--- config.mk ---
export PLATFORM = sky130hd
export DESIGN_NAME = diferenciador_sat
export DESIGN_NICKNAME = d
export VERILOG_FILES = /design/src/rtl/diferenciador_sat_pkg.sv /design/src/rtl/diferenciador_sat_restador.sv /design/src/rtl/diferenciador_sat.sv
export SDC_FILE = /design/constraint.sdc
export NUM_CORES = 1
export LEC_CHECK = 0
export CORE_MARGIN = 2
export CORE_UTILIZATION = 45
export DETAILED_ROUTE_END_ITERATION = 16
export PLACE_DENSITY_LB_ADDON = 0.1
export SYNTH_ARGS = -nofsm -noshare
export SYNTH_HDL_FRONTEND = slang
export SYNTH_HIERARCHICAL = 1
export SYNTH_SLANG_ARGS = --single-unit
--- constraint.sdc ---
create_clock -name clk -period 12.85 [get_ports clk]
set_clock_uncertainty 0.1 [all_clocks]
set_input_delay 3.2125 -clock clk [delete_from_list [all_inputs] [get_ports clk]]
set_output_delay 3.2125 -clock clk [all_outputs]
set_load 0.05 [all_outputs]
--- src/rtl/diferenciador_sat_pkg.sv ---
// rtl/diferenciador_sat_pkg.sv - shared Q5.15 format constants and control states for the differentiator
package diferenciador_sat_pkg;

  localparam int SIZE = 21;
  localparam int SIGN = 1;
  localparam int PF   = 15;
  localparam int MAG  = 5;

  localparam logic [SIZE-1:0] SAT_POS = {1'b0, {(SIZE-1){1'b1}}};
  localparam logic [SIZE-1:0] SAT_NEG = {1'b1, {(SIZE-1){1'b0}}};
  localparam logic [SIZE-1:0] ONE     = SIZE'(32768);

  typedef enum logic {
    EMPTY = 1'b0,
    FULL  = 1'b1
  } state_t;

endpackage

--- src/rtl/diferenciador_sat_restador.sv ---
// rtl/diferenciador_sat_restador.sv - combinational saturating subtractor D = A - B
module restador_sat
  import diferenciador_sat_pkg::*;
#(
  parameter int sign = SIGN,
  parameter int mag  = MAG,
  parameter int pf   = PF,
  parameter int size = sign + mag + pf
) (
  input  logic signed [size-1:0] A,
  input  logic signed [size-1:0] B,
  output logic signed [size-1:0] D,
  output logic                   ovf
);

  localparam logic [size-1:0] CLAMP_POS = {{sign{1'b0}}, {(size-sign){1'b1}}};
  localparam logic [size-1:0] CLAMP_NEG = {{sign{1'b1}}, {(size-sign){1'b0}}};

  logic [size-1:0] diff;

  always_comb begin
    diff = A - B;
    // Only operands of opposite sign can overflow; the wrapped result then flips away from A.
    ovf  = (A[size-1] != B[size-1]) && (diff[size-1] != A[size-1]);
    if (!ovf)
      D = diff;
    else if (A[size-1])
      D = CLAMP_NEG;
    else
      D = CLAMP_POS;
  end

endmodule

--- src/rtl/diferenciador_sat.sv ---
// rtl/diferenciador_sat.sv - streaming first-difference stage with saturation and valid/ready handshakes
module diferenciador_sat
  import diferenciador_sat_pkg::*;
#(
  parameter int sign = SIGN,
  parameter int mag  = MAG,
  parameter int pf   = PF,
  parameter int size = sign + mag + pf,
  parameter int cntw = 8
) (
  input  logic                   clk,
  input  logic                   reset,
  input  logic                   clr,
  input  logic signed [size-1:0] X,
  input  logic                   valid_in,
  output logic                   ready_out,
  output logic signed [size-1:0] D,
  output logic                   valid_out,
  input  logic                   ready_in,
  output logic                   sat,
  output logic [cntw-1:0]        sat_cnt
);

  state_t state, state_nx;

  logic signed [size-1:0] prev;
  logic signed [size-1:0] prev_eff;
  logic signed [size-1:0] diff;
  logic                   ovf;
  logic                   accept;
  logic                   xfer;
  logic [cntw-1:0]        cnt_nx;

  assign valid_out = (state == FULL);
  assign ready_out = !valid_out || ready_in;
  assign accept    = valid_in && ready_out;
  assign xfer      = valid_out && ready_in;
  assign prev_eff  = clr ? '0 : prev;

  restador_sat #(
    .sign(sign),
    .mag (mag),
    .pf  (pf),
    .size(size)
  ) u_restador (
    .A  (X),
    .B  (prev_eff),
    .D  (diff),
    .ovf(ovf)
  );

  always_comb begin
    state_nx = state;
    case (state)
      EMPTY:   if (accept) state_nx = FULL;
      FULL:    if (xfer && !accept) state_nx = EMPTY;
      default: state_nx = EMPTY;
    endcase
  end

  // A clear in the accept cycle restarts the count from this sample's own overflow.
  always_comb begin
    cnt_nx = sat_cnt;
    if (clr)
      cnt_nx = ovf ? cntw'(1) : '0;
    else if (ovf && (sat_cnt != {cntw{1'b1}}))
      cnt_nx = sat_cnt + cntw'(1);
  end

  always_ff @(posedge clk or posedge reset) begin
    if (reset) begin
      state   <= EMPTY;
      prev    <= '0;
      D       <= '0;
      sat     <= 1'b0;
      sat_cnt <= '0;
    end else begin
      state <= state_nx;
      if (accept) begin
        D       <= diff;
        sat     <= ovf;
        prev    <= X;
        sat_cnt <= cnt_nx;
      end else if (clr) begin
        prev    <= '0;
        sat_cnt <= '0;
      end
    end
  end

endmodule

# Word-level counts from Yosys, hierarchy flattened
# Cells that the tools add are included.
[word_totals]
register_bits = 52
inputBits = 26
output_inout_bits = 32
word_cells = 34
[classes]
n_addsub = 2
eq_ne = 3
mux = 12
n_bitwise = 1
reduce_logical = 11
[op_table]
columns = ["operator", "count"]
rows = [
  ["$mux W21", 4],
  ["$mux W8", 4],
  ["$sub A21 B21 Y21", 1],
  ["$add A8 B1 Y8 const B", 1],
  ["$ne A8 B8 Y1 const B", 1],
  ["$logic_and A1 B1 Y1", 5],
  ["$reduce_bool A2 Y1", 2],
  ["$mux W1", 3],
  ["$logic_not A1 Y1", 2],
  ["$ne A1 B1 Y1", 2],
  ["$pmux W1 S2", 1],
  ["$reduce_and A2 Y1", 1],
  ["$logic_or A1 B1 Y1", 1],
  ["$not A1 Y1", 1],
]

# Longest topological paths before layout
[depth]
depth_word = 8
ltp_mapped = 21
mapped_depth_nobuf = 17

# Cells and area by module
# Netlist, hierarchy kept.
[modules_own_cells]
columns = ["module", "n_inst", "cells_per_inst", "area_each_um2", "seq_area_each_um2"]
rows = [
  ["diferenciador_sat", 1, 169, 2254.7, 1301.2],
  ["restador_sat", 1, 201, 1356.3, 0.0],
]

# Worst setup path after synthesis
# Ideal clock, no wire load.
[synth_timing]
kind = "input to register"
from = "input clr"
to = "register sat_cnt[7]"
setup_time_ns = 0.125
arrival_time_ns = 7.391
required_ns = 12.625
slack_ns = 5.234
cell_stages = 20
n_path_buf = 3
path_cell_list = "clkbuf_1 > nor2b_1 > ha_1 > fa_1 > nor2b_1 > o2111ai_2 > a31oi_2 > nand3_1 > a211oi_1 > a211oi_1 > fa_1 > or2_1 > clkbuf_2 > and2_4 > clkinv_1 > clkbuf_1 > and2_1 > nand3_2 > nor4_2 > mux2_4"
[synth_via]
elab_chain_cells = 7
word_cells_on_any_way = 11
classes_between = "1 x add/sub; 2 x eq/ne; 3 x mux; 5 x reduce/logical"
[synth_rtl]
columns = ["item", "line_no", "source"]
rows = [
  ["from (decl)", "diferenciador_sat.sv:13", "input logic clr,"],
  ["$mux W21", "-", ""],
  ["via prev_eff[0]", "diferenciador_sat.sv:27", "logic signed [size-1:0] prev_eff;"],
  ["$sub A21 B21 Y21", "diferenciador_sat_restador.sv:22", "diff = A - B;"],
  ["$ne A1 B1 Y1", "diferenciador_sat_restador.sv:24", "ovf = (A[size-1] != B[size-1]) && (diff[size-1] != A[size-1]);"],
  ["$logic_and A1 B1 Y1", "diferenciador_sat_restador.sv:24", ""],
  ["via ovf", "diferenciador_sat.sv:29", "logic ovf;"],
  ["$logic_and A1 B1 Y1", "diferenciador_sat.sv:66", "else if (ovf && (sat_cnt != {cntw{1'b1}}))"],
  ["$reduce_bool A2 Y1 (no source line)", "-", ""],
  ["$reduce_and A2 Y1 (no source line)", "-", ""],
  ["to (signal assigned)", "diferenciador_sat.sv:83", "sat_cnt <= cnt_nx;"],
  ["to (decl)", "diferenciador_sat.sv:21", "output logic [cntw-1:0] sat_cnt"],
]
# The timed path passes the listed nets, and every way through them passes these cells.
# A chain may end at the register's enable or synchronous reset.

# Worst setup path after layout
[layout_timing]
from = "input clr"
to = "register sat_cnt[6]"
# The elaborated chain is that of the path after synthesis.

==> flow_metrics.tcl <==
set metrics [dict create \
    status "completed" \
    syn-num-nets 419 \
    first_pass_iters 5 \
    ir_drop_v 0.0000793 \
    endpoint_kind "register" \
    tightest_slew_ns 1.07 \
    worstPathCellList "clkdlybuf4s50_1 > buf_4 > nor2b_1 > ha_1 > fa_1 > nor2b_1 > o2111ai_2 > a31oi_2 > nand3_1 > a211oi_1 > a211oi_1 > fa_1 > or2_1 > and2_4 > clkinv_1 > and2_1 > nand2_1 > nor4_1 > a211oi_1" \
    fin_nets 469 \
    syn-mean-instance-area_um2 9.76 \
    synth_edf_count 0 \
    dp.final_hpwl_um 5710 \
    cp.arrival_ns 8.51 \
    cts_tree "built" \
    final_hold_viol_count 0 \
    postRouteAntennaNets 0 \
    finalSetupTns_ns 0 \
    hold_class "reg2reg" \
    die-area_um2 8760 \
    clkLatencyLatePin_ns 0.30 \
    synthArstFlopShare_pct 100 \
    crit_required_ns 12.97 \
    worst-path-buf-inv 3 \
    drc 0 \
    finalCritPeriodShare_pct 65.3 \
    cts_buffers 5 \
    maxSlewViolCount 0 \
    grt_pass1_vias 2760 \
    setup_viol 0 \
    ys_ff_latch 52 \
    synth_cell_types 59 \
    antenna_cells 0 \
    finalWirelength_um 7670 \
    critPathTopFamily "simple AND/OR/NAND/NOR gates" \
    rsz0062_at_grt "no" \
    ctsHoldBuffers 0 \
    antenna_found_initial 0 \
    fin_crit_ns 8.39 \
    start_util_pct 46.5 \
    final_cell_mix "57 x clkdlybuf4s50_1, 52 x dfrtp_1, 39 x mux2_1, 29 x inv_1, 25 x nor2b_1" \
    die_width_um 93.6 \
    coreArea_um2 7770 \
    max_freq_mhz 119 \
    avgViaCountPerCell 5.50 \
    start_kind "primary input" \
    power_density_nw_per_um2 132 \
    die_h_um 93.6 \
    drive_gt1_share_pct 6.19 \
    gr-total-overflow 0 \
    drtIter0Drc 104 \
    syn_area_um2 3610 \
    cts_resized 0 \
    place_area_um2 4220 \
    cp_max_fo 31 \
    grtUsageTotal_pct 18.5 \
    slowest_delay_ns 0.58 \
    wire_per_inst_um 14.7 \
    final_common_cell "clkdlybuf4s50_1" \
    slew_headroom_pct 29.0 \
    h-tree-depth 2 \
    ff2ff_setup_slack_ns 7.76 \
    cts.clk_slew.worst_paths_ns 0.09 \
    io_pins 58 \
    row_count 32 \
    cap_violations 0 \
    postCtsSetupRepairBufs 0 \
    cts_sinks 52 \
    gp_congestion 0.889 \
    final.fill_count 734 \
    synthFlopType "dfrtp_1" \
    io_buffers 57 \
    fin_area_um2 4310 \
    leakage_nw 1.77 \
    clockBufferDepth 2 \
    crit_top_cell "a211oi_1" \
    yosysWarnings 6 \
    worst-setup-path-type "in2reg" \
    critPathSlowestCell "fa_1" \
    clockRootBuffer "clkbuf_8" \
    synthCells 370 \
    area_delta_synth_final_pct 19.2 \
    yosysSeqAreaShare_pct 36.0 \
    vias 2873 \
    grt_max_degree 53 \
    grt_pass1_wl_um 13100 \
]
layout make-up:
type | instances | area, um2 | area share, %
multi-input cells | 272 | 2100 | 48.8
clock inverters | 2 | 12.5 | 0.291
repair buffers | 58 | 578 | 13.4
well taps | 102 | 128 | 2.96
clock buffers | 5 | 68.8 | 1.60
inverters | 31 | 116 | 2.70
flip-flops and latches | 52 | 1300 | 30.2
metrics by stage:
step / worst slack [ns] / hold slack (ns) / total power [mW] / std cells / util, %
finish: 4.46 / 0.389 / 0.569 / 522 / 55.4
global route: 3.91 / 0.413 / 0.602 / 522 / 55.4
CTS: 4.44 / 0.394 / 0.576 / 522 / 55.4
detailed placement: 4.13 / 0.374 / 0.483 / 515 / 54.4
global placement: 4.44 / 0.369 / 0.481 / 515 / 54.4
floorplan: 5.23 / 0.487 / 0.398 / 370 / -
sequential cells by signal (all words and copies together), names as in the netlist:
register   cells
prev          21
D             21
valid_out      1
sat_cnt        8
sat            1
logic make-up (layout without fill, tap and decap cells):
group | after synthesis | in the layout | share of synthesized area (%)
multiplexers | 43 | 43 | 13.5
buffers and inverters | 46 | 96 | 5.82
AO/OA/AOI/OAI | 86 | 86 | 16.1
XOR/XNOR | 14 | 14 | 3.40
adder cells (fa/ha/maj) | 23 | 23 | 8.39
flip-flops | 52 | 52 | 36.0
AND/OR/NAND/NOR | 106 | 106 | 16.7
power breakdown:
part           leakage [nW]  switching [mW]  internal, mW
Clock                0.0400          0.0532        0.0370
Sequential            0.659          0.0129         0.193
Combinational          1.07           0.172         0.102
Yosys cell counts, drive strengths merged (2+ instances only):
master,number,area share (%)
fa,2,1.1
o31ai,5,1.0
or3,2,0.35
o21a,4,0.83
o21bai,2,0.42
xnor2,9,2.2
o31a,3,0.73
a311oi,2,0.97
xor2,5,1.2
buf,9,1.9
a21o,5,1.0
nand3,12,1.9
or3b,2,0.49
a21oi,17,2.4
nor4,4,0.87
o2111ai,2,0.66
nor2b,25,4.3
mux2,43,14
a211oi,8,1.8
ha,21,7.3
nand4,6,1.0
nand2b,6,1.2
dfrtp,52,36
nor2,12,1.2
o211ai,2,0.42
and3,3,0.52
o21ai,26,3.6
nor3,5,0.83
a31oi,4,0.87
clkbuf,6,0.66
or4,3,0.62
inv,30,3.1
and2,3,0.59
nand2,21,2.3
worst register-to-register path: stages, from the launching register on:
cell and delay (ns):
dfrtp_1 0.37, nor2b_1 0.14, ha_1 0.22, fa_1 0.40, nor2b_1 0.19, o2111ai_2 0.16
a31oi_2 0.35, nand3_1 0.13, a211oi_1 0.25, a211oi_1 0.11, fa_1 0.58, or2_1 0.43
and2_4 0.26, clkinv_1 0.39, and2_1 0.33, nand2_1 0.26, nor4_1 0.10, a211oi_1 0.23
layer usage:
layer / global-route usage, % / routed length (um) / vias up
met5: 0 / 0 / -
met4: 4.71 / 55 / 0
met3: 2.74 / 312 / 4
met2: 31.9 / 3630 / 72
met1: 24.3 / 3670 / 1376
li1: - / - / 1421
final timing paths:
path                       startpoint  cells past startpoint         end
setup / recovery                  clr                     19  sat_cnt[6]
hold / removal                   D[6]                      1        D[6]
setup reg to reg              prev[0]                     17  sat_cnt[6]
hold reg to reg                  D[6]                      1        D[6]
max in group asynchronous       reset                      2    prev[14]
min in group asynchronous       reset                      2  sat_cnt[5]
(Power assumes the default switching activity.)
